--- src/rtl/lc_bank_seq.sv ---
// Make-before-break sequencer for a binary-weighted switched LC tuning bank.
// A new tuning code is accepted over valid/ready, the union of old and new
// branches is held for MAKE_CYC cycles (skipped when only branches turn off),
// then the new code is held for SETTLE_CYC cycles and a one-cycle ack is issued.
//
// Ports:
//   clk        system clock, rising edge
//   rst_n      asynchronous active-low reset
//   req_valid  new tuning code offered
//   req_code   requested tuning code
//   req_ready  sequencer idle and able to accept a request
//   sw_en      registered switch enables to the bank drivers
//   busy       registered, high while a transaction is in progress
//   ack        registered one-cycle pulse: new code applied and settled
//   cur_code   registered last committed code
module lc_bank_seq #(
  parameter int unsigned NBITS      = 6,
  parameter int unsigned MAKE_CYC   = 2,
  parameter int unsigned SETTLE_CYC = 16,
  parameter int unsigned CNT_W      = 8
) (
  input  logic             clk,
  input  logic             rst_n,
  input  logic             req_valid,
  input  logic [NBITS-1:0] req_code,
  output logic             req_ready,
  output logic [NBITS-1:0] sw_en,
  output logic             busy,
  output logic             ack,
  output logic [NBITS-1:0] cur_code
);

  // Timer reload values: a phase of N cycles counts N-1 down to 0.
  localparam logic [CNT_W-1:0] MAKE_LOAD   = CNT_W'(MAKE_CYC - 1);
  localparam logic [CNT_W-1:0] SETTLE_LOAD = CNT_W'(SETTLE_CYC - 1);

  typedef enum logic [1:0] {
    IDLE   = 2'd0,
    MAKE   = 2'd1,
    SETTLE = 2'd2,
    DONE   = 2'd3
  } state_t;

  state_t             state_q, state_d;
  logic [CNT_W-1:0]   timer_q, timer_d;
  logic [NBITS-1:0]   nxt_q, nxt_d;
  logic [NBITS-1:0]   sw_en_d;
  logic [NBITS-1:0]   cur_code_d;
  logic               busy_d;
  logic               ack_d;
  logic               accept;

  assign req_ready = (state_q == IDLE);
  assign accept    = req_valid & req_ready;

  // State and registered outputs.
  always_ff @(posedge clk or negedge rst_n) begin
    if (!rst_n) begin
      state_q  <= IDLE;
      timer_q  <= '0;
      nxt_q    <= '0;
      sw_en    <= '0;
      cur_code <= '0;
      busy     <= 1'b0;
      ack      <= 1'b0;
    end else begin
      state_q  <= state_d;
      timer_q  <= timer_d;
      nxt_q    <= nxt_d;
      sw_en    <= sw_en_d;
      cur_code <= cur_code_d;
      busy     <= busy_d;
      ack      <= ack_d;
    end
  end

  // Next-state and next-output logic.
  always_comb begin
    state_d    = state_q;
    timer_d    = timer_q;
    nxt_d      = nxt_q;
    sw_en_d    = sw_en;
    cur_code_d = cur_code;
    busy_d     = busy;
    ack_d      = 1'b0;

    case (state_q)
      IDLE: begin
        sw_en_d = cur_code;
        busy_d  = 1'b0;
        if (accept) begin
          nxt_d  = req_code;
          busy_d = 1'b1;
          if (req_code == cur_code) begin
            // Nothing to switch: commit immediately.
            state_d    = DONE;
            ack_d      = 1'b1;
            cur_code_d = req_code;
            sw_en_d    = req_code;
          end else if ((req_code & ~cur_code) == '0) begin
            // Only branches turning off: no make phase needed.
            state_d = SETTLE;
            timer_d = SETTLE_LOAD;
            sw_en_d = req_code;
          end else begin
            // Close the new branches before opening the old ones.
            state_d = MAKE;
            timer_d = MAKE_LOAD;
            sw_en_d = cur_code | req_code;
          end
        end
      end

      MAKE: begin
        if (timer_q == '0) begin
          state_d = SETTLE;
          timer_d = SETTLE_LOAD;
          sw_en_d = nxt_q;
        end else begin
          timer_d = timer_q - CNT_W'(1);
        end
      end

      SETTLE: begin
        if (timer_q == '0) begin
          state_d    = DONE;
          ack_d      = 1'b1;
          cur_code_d = nxt_q;
          sw_en_d    = nxt_q;
        end else begin
          timer_d = timer_q - CNT_W'(1);
        end
      end

      DONE: begin
        state_d = IDLE;
        busy_d  = 1'b0;
        sw_en_d = nxt_q;
      end

      default: begin
        state_d = IDLE;
      end
    endcase
  end

endmodule

--- config.mk ---
export PLATFORM = sky130hd
export DESIGN_NAME = lc_bank_seq
export DESIGN_NICKNAME = d
export VERILOG_FILES = /design/src/rtl/lc_bank_seq.sv
export SDC_FILE = /design/constraint.sdc
export NUM_CORES = 1
export LEC_CHECK = 0
export CORE_MARGIN = 2
export CORE_UTILIZATION = 49
export DETAILED_ROUTE_END_ITERATION = 10
export HOLD_SLACK_MARGIN = 0.08
export MAX_ROUTING_LAYER = met4
export PLACE_DENSITY = 0.69
export SYNTH_ARGS = -nofsm -noshare
export SYNTH_HDL_FRONTEND = slang
export SYNTH_SLANG_ARGS = --single-unit
--- constraint.sdc ---
create_clock -name clk -period 2.4 [get_ports clk]
set_input_delay 0.24 -clock clk [delete_from_list [all_inputs] [get_ports clk]]
set_output_delay 0.24 -clock clk [all_outputs]
set_load 0.02 [all_outputs]
After elaboration in Yosys (flattened, before gate mapping)
Cells that the tools add are included.
{ "totals": {"regBits": 30, "inputBits": 9, "out_inout_bits": 15, "elab_cells": 60} }
{ "op_classes": {"n_addsub": 1, "eq_ne": 11, "mux": 26, "bitwise": 4, "reduce_logical": 11} }
{ "op_table": {"columns": ["cell", "n"], "rows": [
  ["$mux W6", 6],
  ["$mux W8", 4],
  ["$pmux W8 S3", 1],
  ["$pmux W6 S3", 1],
  ["$pmux W6 S2", 1],
  ["$mux W2", 5],
  ["$logic_not A8 Y1", 1],
  ["$ne A2 B2 Y1 const B", 4],
  ["$pmux W2 S4", 1],
  ["$reduce_and A4 Y1", 2],
  ["$sub A8 B1 Y8 const B", 1],
  ["$and A6 B6 Y6", 1],
  ["$eq A6 B6 Y1", 1],
  ["$logic_not A6 Y1", 1],
  ["$ne A2 B1 Y1 const B", 3],
  ["$not A6 Y6", 1],
  ["$or A6 B6 Y6", 1],
  ["$eq A2 B2 Y1 const B", 2],
  ["$mux W1", 4],
  ["$mux W4", 1],
  ["$pmux W1 S2", 2],
  ["$reduce_bool A2 Y1", 2],
  ["$reduce_and A3 Y1", 1],
  ["$reduce_bool A3 Y1", 1],
  ["5 further kinds", 5]
]} }

Longest topological paths before layout
Gate-level depths: netlist of run 1.
{ "logic_depth": {"depth_word": 7, "mapped_depth": 7, "mapped_depth_nobuf": 6} }

Worst setup path before layout of run 1
Ideal clock, no wire load.
{ "synth_path": {"path_kind": "flip-flop to flip-flop", "startpoint": "register cur_code[0]", "endpoint": "register cur_code[0]", "setup_ns": 0.079, "arrival_time_ns": 1.992, "required_time_ns": 2.321, "path_slack_ns": 0.329, "stages_incl_launch_ff": 7, "n_path_buf": 0, "synth_period_minus_slack_ns": 2.071, "cell_sequence": "dfrtp_1 inv_1 ha_1 nor4_4 a31oi_1 a211oi_4 mux2i_1"} }
{ "synth_via": {"elab_chain_len": 3} }
{ "synth_lines": {"columns": ["item", "line_no", "source"], "rows": [
  ["start, declared", "30", "output logic [NBITS-1:0] cur_code"],
  ["start signal, assigned", "71", "cur_code <= cur_code_d;"],
  ["$eq A6 B6 Y1", "94", "if (req_code == cur_code) begin"],
  ["$ne A2 B1 Y1 (no source line)", null, null],
  ["$reduce_and A4 Y1 (no source line)", null, null]
]} }
Every way passes these cells.
A chain may end at the register's enable or synchronous reset.

Final worst setup path of run 1
{ "layout_path": {"startpoint": "input port req_code[1]", "endpoint": "register timer_q[4]"} }
{ "layout_via": {"elab_chain_len": 3} }
{ "layout_lines": {"columns": ["item", "line_no", "source"], "rows": [
  ["start, declared", "25", "input logic [NBITS-1:0] req_code,"],
  ["$eq A6 B6 Y1", "94", null],
  ["$ne A2 B2 Y1 (no source line)", null, null],
  ["$reduce_and A4 Y1 (no source line)", null, null],
  ["end signal, assigned", "68", "timer_q <= timer_d;"],
  ["end, declared", "45", "logic [CNT_W-1:0] timer_q, timer_d;"]
]} }
Every way passes these cells.

==> results of run 1 <==
## worst paths after layout
kind	start	endpoint	slack, ns	cells after the start
max	req_code[1]	timer_q[4]$_DFFE_PN0P_	0.28	8
min	rst_n	nxt_q[5]$_DFFE_PN0P_	0.35	2
max reg2reg	cur_code[0]$_DFFE_PN0P_	timer_q[4]$_DFFE_PN0P_	0.36	7
min reg2reg	busy$_DFFE_PN0P_	busy$_DFFE_PN0P_	0.48	2
max in group asynchronous	rst_n	timer_q[1]$_DFFE_PN0P_	1.76	2
min in group clk	busy$_DFFE_PN0P_	busy$_DFFE_PN0P_	0.48	2
## per-stage QoR
step / power [mW] / setup WS [ns] / hold WS [ns] / instances / cell area (um2)
6_report: 3.791 / 0.2836 / 0.3546 / 288 / 2417
5_1_grt: 4.106 / 0.1379 / 0.3810 / 288 / 2417
4_1_cts: 3.800 / 0.2874 / 0.3671 / 288 / 2417
3_5_place_dp: 3.372 / 0.01918 / 0.4761 / 282 / 2335
3_3_place_gp: 3.323 / 0.06737 / 0.4829 / 282 / 2335
2_1_floorplan: 2.575 / 0.3286 / -0.05559 / 202 / 1964
## power breakdown
part | total, mW | leakage (nW) | switching [mW] | internal, mW
Sequential | 0.936 | 0.375 | 0.185 | 0.750
Clock | 0.397 | 0.0431 | 0.176 | 0.221
Combinational | 2.46 | 0.656 | 1.36 | 1.10
Total | 3.79 | 1.07 | 1.72 | 2.07
## cells by family (layout without fill, tap and decap cells)
kind of cell,count (synthesis),after routing,share of synthesized area
DFF,30,30,0.3822
buffers and inverters,26,62,0.05032
AOI/OAI and AO/OA,54,54,0.2076
muxes,15,15,0.07770
adders and majority gates,17,17,0.1083
and+or+nand+nor,60,60,0.1739
## cell type report
type	instances	area, um2
clock buffers	6	82.58
well taps	50	62.56
fillers	338	1496
multi-input cells	146	1115
inverters	19	71.32
flip-flops and latches	30	750.7
repair buffers	37	335.3
## registers in the layout, summed over array words and instances (netlist names)
register	count
sw_en	6
cur_code	6
timer_q	8
ack	1
nxt_q	6
state_q	2
busy	1
## Yosys cell counts
cell / instances / area, um2
nand3_1: 3 / 15.01
and4b_1: 1 / 10.01
o211ai_1: 9 / 67.56
or4_4: 1 / 11.26
a32o_1: 4 / 40.04
nor4b_1: 1 / 8.760
o21ai_0: 11 / 55.05
nand2_1: 12 / 45.04
a21boi_1: 1 / 7.510
and2_1: 1 / 6.260
a221oi_1: 1 / 8.760
or4_1: 3 / 22.52
or2_2: 1 / 6.260
o2bb2ai_1: 2 / 17.52
a311oi_2: 1 / 15.01
nor4_4: 2 / 42.54
mux2_2: 2 / 22.52
o31ai_1: 2 / 15.01
a21oi_1: 4 / 20.02
nor3b_1: 1 / 7.510
nor2_1: 18 / 67.56
clkbuf_1: 6 / 22.52
nor3_1: 4 / 20.02
a31oi_1: 6 / 37.54
a211oi_4: 1 / 20.02
a2111oi_0: 1 / 8.760
a311oi_1: 6 / 52.55
nand2b_1: 1 / 6.260
a211o_1: 1 / 8.760
nor3_2: 1 / 10.01
nand4_1: 3 / 18.77
a32oi_1: 1 / 8.760
nor2b_1: 4 / 25.02
mux2i_1: 13 / 130.1
a41o_1: 1 / 10.01
ha_1: 17 / 212.7
dfrtp_1: 30 / 750.7
inv_1: 19 / 71.32
buf_2: 1 / 5.000
nand2_2: 1 / 6.260
and3_1: 2 / 12.51
a311o_1: 1 / 10.01
o21ai_1: 1 / 5.000
## routing by layer
layer / track usage / routed length (um) / vias to the layer above
li1: - / - / 829
met1: 0.3127 / 2132 / 873
met2: 0.3725 / 2254 / 60
met3: 0.07167 / 292 / 9
met4: 0.1071 / 86 / 0
met5: - / 0 / -
==> metrics.txt, run 1 <==
Post-CTS Resized=0; Worst slew margin=0.5730; Crit. End Element=register; leakage=1.074 nW; vias in the first global route=1717; status=finished, final reports clean; Post-Route Setup TNS=0 ns; critical path data arrival time=2.28 ns; FF+latch count, synth=30; first-pass GRT wire length=between 8 and 9 mm; Top delay family on crit path=buffers and inverters; slowest stage delay, CP=0.51 ns; Total GRT Usage=0.2485; Min Clock Period, post-route=2.116 ns; clock slew at reported path FFs=0.06 ns; CTS tree=done; worst-case clock skew=0.008580 ns; CTS Hold Bufs=0; count of input and output buffers=23; clk root buf=clkbuf_8; via count=1771; CP required=between 2 and 3 ns; Initial Utilization=0.5019; Setup violations, final=0; post-synthesis sequential area ratio=0.3822; max-slew violations=0; most common cell after layout, fill and taps aside=dfrtp_1; Post-Syn Instances=202; Final Hold Viols=0; Post-Syn Area=1964 um2; Unique masters post-synth=43; fmax=~470 MHz; slowest CP cell=clkdlybuf4s50_1; Worst Setup Start Kind=input pin; average wire per standard cell=16.55 um; clock sinks=30; CTS max path bufs=2; Avg Cell Area, Syn=9.725 um2; mean number of vias per cell=6.149; crit-path max FO=4; DRC violations left=0; Final ANT Viol Nets=0; syn nets=228; num ports=24; initial antenna violation count=0; Chip Width=67.32 um; share of layout cells above drive strength 1=0.1261; Setup Fix Bufs, Post-CTS=0; CP Class=input pin to register; Layout area overhead=23.06%; initial drt markers=102; worst path bufs/invs=3; TritonCTS Buffers=5; DR pass1 iterations=4; H-tree depth=2; fin crit share=0.8818; WL final=around 4.8 mm; Syn. warnings=0; die area=4531 um2; Worst VDD drop=0.8093 mV; Detailed Place HPWL=3.508 mm; final core occ=0.6176; Core Region=3914 um2; Final #Nets=265; PwrDens=1568 nW/um2; largest net degree at the start of global routing=31; grt total ovfl=0; max-cap violation count=0; Final GP Congestion=roughly 0.91; Least-Margin Pin Slew=approximately 0.64 ns; CP cell instances=clkdlybuf4s50_1 -> inv_1 -> ha_1 -> nor4_4 -> buf_4 -> a311o_1 -> nor3_1 -> a32o_1; ant diodes=0; Rows=23; RSZ-0062 raised after global routing=false; die height=67.32 um; classification of the worst-slack hold path=input pin to asynchronous set/reset pin; Skew-Pair Late Insertion Delay=roughly 0.28 ns; most frequent cells in the layout=dfrtp_1 (30), clkdlybuf4s50_1 (23), inv_1 (19)
Note: power is estimated with default switching activity, not from simulation.
==> run 2: changes to the inputs <==
- CORE_MARGIN: 2 -> unset
- PLACE_DENSITY: 0.69 -> 0.76
==> metrics.txt, run 2 (synthesis results as in run 1) <==
worst-case clock skew=0.006805 ns; Worst VDD drop=a little over 1 mV; R2R Setup Slk=0.39 ns; area of the multi-input gates=between 1000 and 1500 um2; Detailed Place HPWL=3.308 mm; Worst slew margin=0.5340; Cell Area, Placed=about 2400 um2; H-tree depth=2; Post-CTS Resized=0; max-cap violation count=0; ant diodes=0; Setup violations, final=0; die height=65.32 um; Core Region=3744 um2; Initial Utilization=0.5247; TritonCTS Buffers=5; CTS max path bufs=2; Final Hold Viols=0; Total GRT Usage=0.2522; DR pass1 iterations=4; Worst R2R Start=cur_code[0]$_DFFE_PN0P_; crit-path max FO=13; critical path data arrival time=around 2.0 ns; CP required=2.16 ns; most frequent cells in the layout=dfrtp_1 (30), clkdlybuf4s50_1 (23), inv_1 (19); Worst setup startpoint=state_q[1]$_DFFE_PN0P_; count of input and output buffers=23; Skew-Pair Late Insertion Delay=0.28 ns; grt total ovfl=0; max FFs per register=8; mean number of vias per cell=5.848; via count=1696; first-pass GRT wire length=8.031 mm; CTS Hold Bufs=0; Worst Setup Start Kind=register; Worst Reg-to-Reg Cells=7; fin area=2470 um2; Setup crit end=req_ready; Layout area overhead=25.73%; Rows=22; share of layout cells above drive strength 1=0.1405; Final #Nets=267; largest net degree at the start of global routing=31; clock sinks=30; vias in the first global route=1672; fin crit share=0.9359; clock slew at reported path FFs=approximately 0.060 ns; average wire per standard cell=between 15 and 20 um; DRC violations left=0; WL final=4.529 mm; CTS tree=done; classification of the worst-slack hold path=input pin to asynchronous set/reset pin; initial drt markers=168; initial antenna violation count=0; sequential standard cell area=750.7 um2; Setup Fix Bufs, Post-CTS=0; RSZ-0062 raised after global routing=false; clk root buf=clkbuf_8; status=finished, final reports clean; Final GP Congestion=roughly 0.86; CP Class=register to primary output; Filler cells=~320; Crit. End Element=primary output; Least-Margin Pin Slew=just under 0.7 ns; Final ANT Viol Nets=0; Min Clock Period, post-route=2.246 ns; final core occ=0.6598; leakage=1.101 nW; PwrDens=1576 nW/um2; fmax=445.2 MHz; Post-Route Setup TNS=0 ns; most common cell after layout, fill and taps aside=dfrtp_1; die area=4266 um2; Reg-to-Reg End=timer_q[4]$_DFFE_PN0P_; Biggest register=timer_q; Chip Width=about 65 um; max-slew violations=0; num ports=24
[run 2: critical path, stage by stage, from the launching register on]
cell,delay (ns)
dfrtp_1,0.42
inv_1,0.09
ha_1,0.33
buf_4,0.26
clkdlybuf4s50_1,0.62
[run 2: area by class of cell]
type | count | share of cell area
repair buffers | 39 | 0.1469
clock buffers | 8 | 0.04458
multi-input cells | 146 | 0.4514
flip-flops and latches | 30 | 0.3040
well taps | 48 | 0.02432
inverters | 19 | 0.02888
[run 2: worst min path at each step]
stage | start | end
CTS | rst_n | nxt_q[3]$_DFFE_PN0P_
finish | rst_n | cur_code[3]$_DFFE_PN0P_
floorplan | rst_n | ack$_DFF_PN0_
global placement | busy$_DFFE_PN0P_ | busy$_DFFE_PN0P_
global route | rst_n | nxt_q[3]$_DFFE_PN0P_
detailed placement | busy$_DFFE_PN0P_ | busy$_DFFE_PN0P_
[run 2: where the power goes]
part	leakage (nW)	total, mW	switching [mW]	internal [mW]
logic	0.668	2.48	1.35	1.13
registers	0.375	0.935	0.185	0.750
clock network	0.0575	0.478	0.189	0.289
total	1.10	3.89	1.72	2.17
[run 2: per-stage QoR]
step	total power, mW	setup WS, ns	hold slack [ns]	instances
2_1_floorplan	2.575	0.3286	-0.05559	202
3_3_place_gp	3.356	0.07336	0.4726	282
3_5_place_dp	3.398	0.03932	0.4825	282
4_1_cts	3.896	0.1525	0.3530	290
5_1_grt	4.213	0.04090	0.3855	290
6_report	3.893	0.1538	0.3403	290
[run 2: routing by layer]
layer  share of wire  up-vias  global-route usage
met5               0        -                   -
li1                -      831                   -
met1            0.48      801              0.3520
met2            0.44       56              0.3621
met4           0.017        0             0.09783
met3           0.055        8             0.04514
==> run 3: changes to the inputs <==
- RECOVER_POWER: unset -> 25
==> metrics.txt, run 3 (synthesis results as in run 1) <==
Final WS setup=0.1538 ns; via count=1696; Setup violations, final=0; dpl ws=0.03932 ns; initial antenna violation count=0; critical path data arrival time=2.01 ns; vias in the first global route=1672; share of layout cells above drive strength 1=0.1364; area of the multi-input gates=1115 um2; classification of the worst-slack hold path=register to register; Layout area overhead=25.54%; final core occ=0.6588; most common cell after layout, fill and taps aside=dfrtp_1; mean number of vias per cell=5.848; Final GP Congestion=0.8587; RSZ-0062 raised after global routing=false; fmax=445.2 MHz; clock slew at reported path FFs=0.06 ns; Final Hold Viols=0; die height=65.32 um; DR pass1 iterations=4; M2 GR Usage=0.3621; count of input and output buffers=23; most frequent cells in the layout=dfrtp_1 (30), clkdlybuf4s50_1 (22), inv_1 (19); R2R Setup Slk=0.39 ns; ant diodes=0; Setup Fix Bufs, Post-CTS=0; WL final=4.528 mm; die area=4266 um2; Filler cells=319; failing checks=capacitance limit, slew limit; DRC violations left=0; Chip Width=65.32 um; met1 usage=0.3520; status=finished with violations; worst-case clock skew=0.006805 ns; Skew-Pair Late Insertion Delay=roughly 0.28 ns; CTS max path bufs=2; sequential standard cell area=750.7 um2; average wire per standard cell=15.61 um; Worst Setup Start Kind=register; max-cap violation count=1; grt total ovfl=0; initial drt markers=between 150 and 200; fin crit share=0.9359; max FFs per register=8; leakage=1.097 nW; Min Clock Period, post-route=2.246 ns; Final ANT Viol Nets=0; Rows=22; Biggest register=timer_q; PwrDens=1578 nW/um2; clock sinks=30; first-pass GRT wire length=8.031 mm; CTS tree=done; GRT Max-Usage Layer=met2; CTS Hold Bufs=0; Detailed Place HPWL=3.308 mm; Tot Pwr=3.891 mW; met3 Use GR=0.04514; Final #Nets=267; Crit. End Element=primary output; CP Class=register to primary output; Core Region=3744 um2; Worst slew margin=-0.07027; H-tree depth=2; Initial Utilization=0.5247; Least-Margin Pin Slew=1.605 ns; Total GRT Usage=0.2522; crit-path max FO=13; max-slew violations=31; Post-CTS Resized=0; Post-Route Setup TNS=0 ns; clk root buf=clkbuf_8; TritonCTS Buffers=5; CP required=about 2.2 ns; num ports=24; largest net degree at the start of global routing=31; Worst VDD drop=between 1 and 1.5 mV
[run 3: cell types whose count changed in the layout (fill, tap and decap cells not counted), sizes merged]
cell,change
buf,-1
clkbuf,+1
clkdlybuf4s50,-1
dlygate4sd3,+1
[run 3: area by class of cell]
type                       count  area share
sequential                    30      0.3044
inverter                      19     0.02892
timing repair buffer          39      0.1456
multi-input combinational    146      0.4521
clock buffer                   8     0.04465
tap                           48     0.02435
[run 3: layer usage]
metal	wire, um	up-vias
li1	-	831
met1	2191	801
met2	2008	56
met3	251	8
met4	76	0
met5	0	-
[run 3: final timing paths]
path / from / end / cells past startpoint
hold reg to reg: busy$_DFFE_PN0P_ / busy$_DFFE_PN0P_ / 2
setup reg to reg: cur_code[0]$_DFFE_PN0P_ / timer_q[4]$_DFFE_PN0P_ / 7
min in group asynchronous: rst_n / cur_code[3]$_DFFE_PN0P_ / 2
max in group asynchronous: rst_n / nxt_q[4]$_DFFE_PN0P_ / 2
hold / removal: busy$_DFFE_PN0P_ / busy$_DFFE_PN0P_ / 2
setup / recovery: state_q[1]$_DFFE_PN0P_ / req_ready / 4
[run 3: stage by stage]
step           hold slack, ns  cells  area (um2)
2_1_floorplan        -0.05559    202        1964
3_3_place_gp           0.4726    282        2360
3_5_place_dp           0.4825    282        2360
4_1_cts                0.3530    290        2470
5_1_grt                0.5255    290        2466
6_report               0.4884    290        2466
[run 3: critical path: stages, from the launching register on]
cell	delay, ns
dfrtp_1	0.42
inv_1	0.09
ha_1	0.33
buf_4	0.26
clkdlybuf4s50_1	0.62
[run 3: power by group]
group / switching, mW / internal (mW)
sequential: 0.185 / 0.750
clock: 0.189 / 0.289
combinational: 1.35 / 1.13
